$ cat src/rtl/disp_view_sched.sv
`timescale 1ns/1ps
// Display-view scheduler: arbitrates MODE button, alarm and inactivity timeout
// onto the 7-segment word select, and produces the blink enable.
module disp_view_sched #(
  parameter int unsigned TICK_DIV   = 50000,
  parameter int unsigned DEB_MS     = 20,
  parameter int unsigned TIMEOUT_MS = 10000,
  parameter int unsigned BLINK_MS   = 500
) (
  input  logic       clk,
  input  logic       rst_n,
  input  logic       btn_mode,
  input  logic       alarm_req,
  input  logic       edit_en,
  output logic [1:0] sel_d,
  output logic       blink,
  output logic       alarm_ack,
  output logic       view_chg
);

  localparam int unsigned PW = (TICK_DIV > 1)   ? $clog2(TICK_DIV)   : 1;
  localparam int unsigned DW = (DEB_MS > 0)     ? $clog2(DEB_MS + 1) : 1;
  localparam int unsigned TW = $clog2(TIMEOUT_MS + 1);
  localparam int unsigned BW = (BLINK_MS > 1)   ? $clog2(BLINK_MS)   : 1;

  typedef enum logic [2:0] {ST_T, ST_D, ST_A, ST_S, ST_ALM} state_t;

  function automatic logic [1:0] sel_of(input state_t s);
    logic [1:0] r;
    r = 2'b00;
    case (s)
      ST_D:    r = 2'b01;
      ST_A:    r = 2'b10;
      ST_S:    r = 2'b11;
      ST_ALM:  r = 2'b10;
      default: r = 2'b00;
    endcase
    return r;
  endfunction

  function automatic state_t next_view(input state_t s);
    state_t r;
    r = ST_T;
    case (s)
      ST_T:    r = ST_D;
      ST_D:    r = ST_A;
      ST_A:    r = ST_S;
      default: r = ST_T;
    endcase
    return r;
  endfunction

  // 1 ms tick prescaler
  logic [PW-1:0] presc;
  logic          tick;

  assign tick = (presc == PW'(TICK_DIV - 1));

  always_ff @(posedge clk or negedge rst_n) begin
    if (!rst_n)    presc <= '0;
    else if (tick) presc <= '0;
    else           presc <= presc + 1'b1;
  end

  // Button synchronizer and debounce; counts ticks while the synced level disagrees
  logic          btn_s1, btn_s2, btn_acc;
  logic [DW-1:0] deb_cnt;
  logic          deb_done, press;

  assign deb_done = tick && (btn_s2 != btn_acc) && (deb_cnt == DW'(DEB_MS - 1));
  assign press    = deb_done && btn_s2;

  always_ff @(posedge clk or negedge rst_n) begin
    if (!rst_n) begin
      btn_s1  <= 1'b0;
      btn_s2  <= 1'b0;
      btn_acc <= 1'b0;
      deb_cnt <= '0;
    end else begin
      btn_s1 <= btn_mode;
      btn_s2 <= btn_s1;
      if (btn_s2 == btn_acc) begin
        deb_cnt <= '0;
      end else if (deb_done) begin
        btn_acc <= btn_s2;
        deb_cnt <= '0;
      end else if (tick) begin
        deb_cnt <= deb_cnt + 1'b1;
      end
    end
  end

  state_t        state, state_n;
  logic          armed, ack_c, in_view, to_hit;
  logic [TW-1:0] to_cnt;

  assign in_view = (state == ST_D) || (state == ST_A) || (state == ST_S);
  assign to_hit  = (to_cnt == TW'(TIMEOUT_MS)) && !edit_en;

  // Next-state decode: alarm > press > timeout
  always_comb begin
    state_n = state;
    ack_c   = 1'b0;
    if (state == ST_ALM) begin
      if (press) begin
        state_n = ST_T;
        ack_c   = 1'b1;
      end else if (!alarm_req) begin
        state_n = ST_T;
      end
    end else if (alarm_req && armed) begin
      state_n = ST_ALM;
    end else if (press) begin
      state_n = next_view(state);
    end else if (in_view && to_hit) begin
      state_n = ST_T;
    end
  end

  // Inactivity counter, saturating
  always_ff @(posedge clk or negedge rst_n) begin
    if (!rst_n) begin
      to_cnt <= '0;
    end else if (press || edit_en || (state_n != state)) begin
      to_cnt <= '0;
    end else if (tick && in_view && (to_cnt != TW'(TIMEOUT_MS))) begin
      to_cnt <= to_cnt + 1'b1;
    end
  end

  // Blink phase generator, restarted visible on alarm entry or edit start
  logic          phase, phase_n, edit_q;
  logic [BW-1:0] bl_cnt, bl_cnt_n;

  always_comb begin
    phase_n  = phase;
    bl_cnt_n = bl_cnt;
    if (((state_n == ST_ALM) && (state != ST_ALM)) || (edit_en && !edit_q)) begin
      phase_n  = 1'b1;
      bl_cnt_n = '0;
    end else if (tick) begin
      if (bl_cnt == BW'(BLINK_MS - 1)) begin
        bl_cnt_n = '0;
        phase_n  = !phase;
      end else begin
        bl_cnt_n = bl_cnt + 1'b1;
      end
    end
  end

  always_ff @(posedge clk or negedge rst_n) begin
    if (!rst_n) begin
      phase  <= 1'b1;
      bl_cnt <= '0;
      edit_q <= 1'b0;
    end else begin
      phase  <= phase_n;
      bl_cnt <= bl_cnt_n;
      edit_q <= edit_en;
    end
  end

  always_ff @(posedge clk or negedge rst_n) begin
    if (!rst_n) begin
      state     <= ST_T;
      sel_d     <= 2'b00;
      view_chg  <= 1'b0;
      alarm_ack <= 1'b0;
      armed     <= 1'b1;
      blink     <= 1'b1;
    end else begin
      state     <= state_n;
      sel_d     <= sel_of(state_n);
      view_chg  <= (sel_of(state_n) != sel_d);
      alarm_ack <= ack_c;
      if (ack_c)           armed <= 1'b0;
      else if (!alarm_req) armed <= 1'b1;
      blink     <= ((state_n == ST_ALM) || edit_en) ? phase_n : 1'b1;
    end
  end

endmodule

$ cat config.mk
export PLATFORM = sky130hd
export DESIGN_NAME = disp_view_sched
export DESIGN_NICKNAME = d
export VERILOG_FILES = /design/src/rtl/disp_view_sched.sv
export SDC_FILE = /design/constraint.sdc
export NUM_CORES = 1
export LEC_CHECK = 0
export ABC_AREA = 1
export CAP_MARGIN = 20
export CORE_MARGIN = 1
export CORE_UTILIZATION = 40
export CTS_BUF_LIST = sky130_fd_sc_hd__clkbuf_8 sky130_fd_sc_hd__clkbuf_16
export CTS_CLUSTER_SIZE = 40
export DETAILED_ROUTE_END_ITERATION = 7
export GPL_TIMING_DRIVEN = 0
export PLACE_DENSITY = 0.61
export RECOVER_POWER = 100
export SYNTH_ARGS = -nofsm -noshare
export SYNTH_HDL_FRONTEND = slang
export SYNTH_SLANG_ARGS = --single-unit
export TNS_END_PERCENT = 1
$ cat constraint.sdc
create_clock -name clk -period 3.75 [get_ports clk]
set_input_delay 0.75 -clock clk [delete_from_list [all_inputs] [get_ports clk]]
set_output_delay 0.75 -clock clk [all_outputs]
set_load 0.01 [all_outputs]
# == Word-level counts from Yosys, hierarchy flattened ==
# Cells that the tools add are included.
# Widths: inputs -> output; s select.
# totals
ramBits,0
latch_bits,0
wordCells,89
n_memories,0
reg_bits,58
input_bits,5
rom_bits,0
# classes
reduce_logical,25
n_shift,0
n_eq_ne,19
magnitude_cmp,0
n_div,0
add_sub_neg,4
multipliers,0
bitwise_logic,1
muxes,25
# op_table
cell,n
$mux 14,2
$mux 9,3
$mux 3,6
$add 16x1->16 const B,1
$eq 16x16->1 const B,1
$mux 16,1
$mux 5,3
$add 14x1->14 const B,1
$eq 14x14->1 const B,1
$ne 14x14->1 const B,1
$eq 3x2->1 const B,4
$pmux 2 s3,2
$logic_and 1x1->1,10
$add 9x1->9 const B,1
$eq 9x9->1 const B,1
$mux 1,8
$eq 3x1->1 const B,2
$eq 3x3->1 const B,2
$logic_or 1x1->1,6
$add 5x1->5 const B,1
$eq 5x5->1 const B,1
$reduce_bool 2->1,2
$logic_not 1->1,3
$logic_not 3->1,1
other kinds (10),10

# == Logic depth before layout (Yosys ltp) ==
# logic_depth
ltp_word,13
ltp_mapped,15
depth_no_buf,15

# == Least setup slack after synthesis ==
# Ideal clock, no wire load.
# synth_path
path_kind,register to register
startpoint,register presc[0]
endpoint,register to_cnt[13]
setup_ps,118
slack_ps,1902
stages_incl_launch_ff,14
t_arrival_ps,1730
path_cell_list,dfrtp_1 -> ha_1 -> nand3_1 -> nor2_4 -> nand2_4 -> nor2_8 -> nand3_2 -> nand2_1 -> nand3_1 -> nand2_1 -> nand2_1 -> nand3_2 -> buf_6 -> nor2_2
# synth_between
elab_chain_len,10
# synth_rtl
element,line,text
"start, declared",54,logic [PW-1:0] presc;
"start signal, assigned",62,else presc <= presc + 1'b1;
$eq 16x16->1 *,57,assign tick = (presc == PW'(TICK_DIV - 1));
$logic_and 1x1->1 (2 in a row),70,assign deb_done = tick && (btn_s2 != btn_acc) && (deb_cnt == DW'(DEB_MS - 1));
$logic_and 1x1->1,71,assign press = deb_done && btn_s2;
$mux 3,113,end else if (press) begin
$mux 3,111,end else if (alarm_req && armed) begin
$mux 3,104,if (state == ST_ALM) begin
$ne 3x3->1,124,end else if (press || edit_en || (state_n != state)) begin
$logic_or 1x1->1,124,
$mux 14 or $reduce_bool 2->1 (tied branches),--,
"end signal, assigned",127,to_cnt <= to_cnt + 1'b1;
"end, declared",95,logic [TW-1:0] to_cnt;
# Mark *: on every way between the ends. The rest lies on a longest branch, timed or not.
# A chain may end at the register's enable or synchronous reset.

# == Final worst setup path ==
# layout_path
startpoint,register presc[12]
endpoint,register to_cnt[7]
# The elaborated chain is that of the path after synthesis.

==> results.ini <==
[detailed_routing]
via_per_inst=4.84
drt-total-wl_microns=6360
drt-initial-drc-count=95
wl_per_cell_microns=11.8
vias=2614
dr.pass1.iters=5
drc=0
ant_nets=0

[timing]
fin_crit_sh_pct=68.9
slew_violations=0
finalSetupViolCount=0
rsz0062_at_grt=false
layout_min_cycle_time_ns=2.58
hold_violations=0
worstMarginPinSlew_ns=1.24
relSlewSlack_pct=17.1
worst_slack_ns=1.17
setup_tns_ns=0
finalClockSkew_ns=0.00571
max_freq_mhz=387

[status]
status=completed

[layout]
insertedDiodeCount=0
drive_above_1_share_pct=9.13
nNetsFinal=443
instances_no_fill=540
area_delta_synth_final_pct=12.3
nFillCells=803

[die]
rows=32
io_pins=10
dieWidth_microns=91.8
start_util_pct=41.5
die_h_microns=91.8
die_area_sq_um=8420
core_sq_um=7770

[placed_design]
place_congestion=0.878
portBuffers=9
dp_cells=524
place_hpwl_microns=4670
dp_slack_ns=1.28

[critical_path]
cpPeakStageDelay_ns=0.49
cp-end-kind=flop
cp_num_buf_inv=1
critical_path_class=reg -> reg
start_kind=flop
path_delay_family=simple AND/OR/NAND/NOR gates
critPathRequiredTime_ns=4.01
cp_max_fo=8
cp_slowest_cell=nor4_1
crit_chain=nor2_1 > nand2_4 > nor2_1 > nand2_1 > inv_1 > nand3_1 > nor4_1 > nand2_1 > nand2_1 > nand3_1 > nor2_1
cp.arrival_ns=2.85

[clock_tree]
cts.sinks=58
clk-insertion-delay-late_ns=0.33
h-tree-depth=3
cts-resized-gates=0
cts_root_buf=clkbuf_8
clockBufferDepth=2
post_cts_buffers=0
ctsHoldBuffers=0
cts_tree=done
cts_buffers=9
path_clk_slew_ns=0.06

[synth]
synth.avg_cell_area_sq_um=7.83
synth-seq-area-share_pct=45.1
async_reset_ff_share_pct=100
ys.flop_type=dfrtp_1
synth_seq_cells=58
yosys_warnings=0
netlist-cell-type-count=36
syn_area_sq_um=3220
synth_edf_count=0
synth.net_count=422
synth_cells=412

[global_route]
grt_pass1_wl_microns=11500
grt_usage_pct=17.2
grt_pass1_vias=2551
grt_max_degree=38
gr-total-overflow=0
antenna_found_initial=0

[hold_path]
hold_class=reg -> reg

[pwr]
p_leak_uw=0.00166
powerDensity_nw_per_um2=430
vdd_drop_max_v=0.000205

[flow_run]
maxCapViolations=0

[synthesized netlist by cell type, types with 5 or more instances]
| library cell | instances | share of area (%) |
|---|---|---|
| inv_2 | 5 | 0.58 |
| inv_1 | 69 | 8.0 |
| nor3_1 | 13 | 2.0 |
| o21ai_0 | 21 | 3.3 |
| nand2_1 | 76 | 8.8 |
| ha_1 | 5 | 1.9 |
| a21oi_1 | 12 | 1.9 |
| nor2_1 | 53 | 6.2 |
| dfrtp_1 | 55 | 43 |
| nand4_1 | 20 | 3.9 |
| nand3_1 | 22 | 3.4 |
| xor2_1 | 11 | 3.0 |
| nor2_2 | 11 | 2.1 |
[area by class of cell]
class                   count  area (sq um)  area share [%]
clock buffers               9           124            3.42
clock inverters             7           109            3.01
inverters                  75           282            7.77
plain buffers               1          11.3           0.311
multi-input cells         278          1410            38.9
well taps                 102           128            3.52
flip-flops and latches     58          1460            40.2
repair buffers             10           104            2.87
[per-stage QoR]
stage          total power (uW)  instance area, sq um  hold slack, ns  util, %
6_report                   1560                  3620           0.349     46.6
3_3_place_gp                893                  3440           0.332     44.3
5_1_grt                    1640                  3620           0.364     46.6
2_1_floorplan               817                  3220           0.331        -
3_5_place_dp                897                  3460           0.337     44.5
4_1_cts                    1590                  3690           0.352     47.5
[flip-flops by register name (all words and copies together), names as in the netlist, 2 cells and up]
register,count
state,3
deb_cnt,5
presc,16
bl_cnt,9
sel_d,2
to_cnt,14
[layout by cell type (no fill, tap or decap), types with 2 or more instances in the layout]
cell type,n
nand2_1,79
inv_1,71
nor2_1,59
dfrtp_1,55
nand3_1,25
o21ai_0,21
nand4_1,20
nor3_1,14
a21oi_1,13
xor2_1,11
clkbuf_8,9
nor2_2,7
dlygate4sd3_1,7
ha_1,5
inv_2,4
nor4_1,4
dfstp_2,3
clkinv_2,3
bufinv_16,3
nor3_2,2
nand3b_1,2
xnor2_1,2
or2_2,2
[power by group]
part           switching, uW  total [uW]  internal [uW]
logic                    132         196           64.2
clock network            250         686            435
registers               20.2         674            654
[final timing paths]
kind	cells past startpoint	startpoint	endpoint	slack, ns
min in group asynchronous	1	rst_n	presc[9]	0.66
max	11	presc[12]	to_cnt[7]	1.17
max reg2reg	11	presc[12]	to_cnt[7]	1.17
min reg2reg	0	btn_s1	btn_s2	0.35
max in group asynchronous	2	rst_n	blink	2.24
min	0	btn_s1	btn_s2	0.35
[per-layer routing]
metal  vias up  wire length [microns]  share of wire (%)  GRT usage (%)
li1       1361                      -                  -              -
met1      1215                   3360                 53           24.1
met2        29                   2700                 42           25.9
met3         9                    185                2.9           3.32
met4         0                    108                1.7           7.03
met5         -                      0                  0              0
[kinds of logic (layout without fill, tap and decap cells)]
family          Yosys count  in the layout  synth area share (%)
simple gates            219            219                  33.3
buf+inv                  76            102                  9.08
flops                    58             58                  45.1
compound gates           41             41                  6.99
xor+xnor                 13             13                  3.53
fa+ha+maj                 5              5                  1.94
[worst reg2reg max path: stages, from the launching register on]
cell     delay [ns]
dfrtp_1        0.41
nor2_1         0.22
nand2_4        0.09
nor2_1         0.14
nand2_1        0.21
inv_1          0.33
nand3_1        0.19
nor4_1         0.49
nand2_1        0.18
nand2_1        0.09
nand3_1        0.07
nor2_1         0.08
Power figures use the tool's default switching activity.
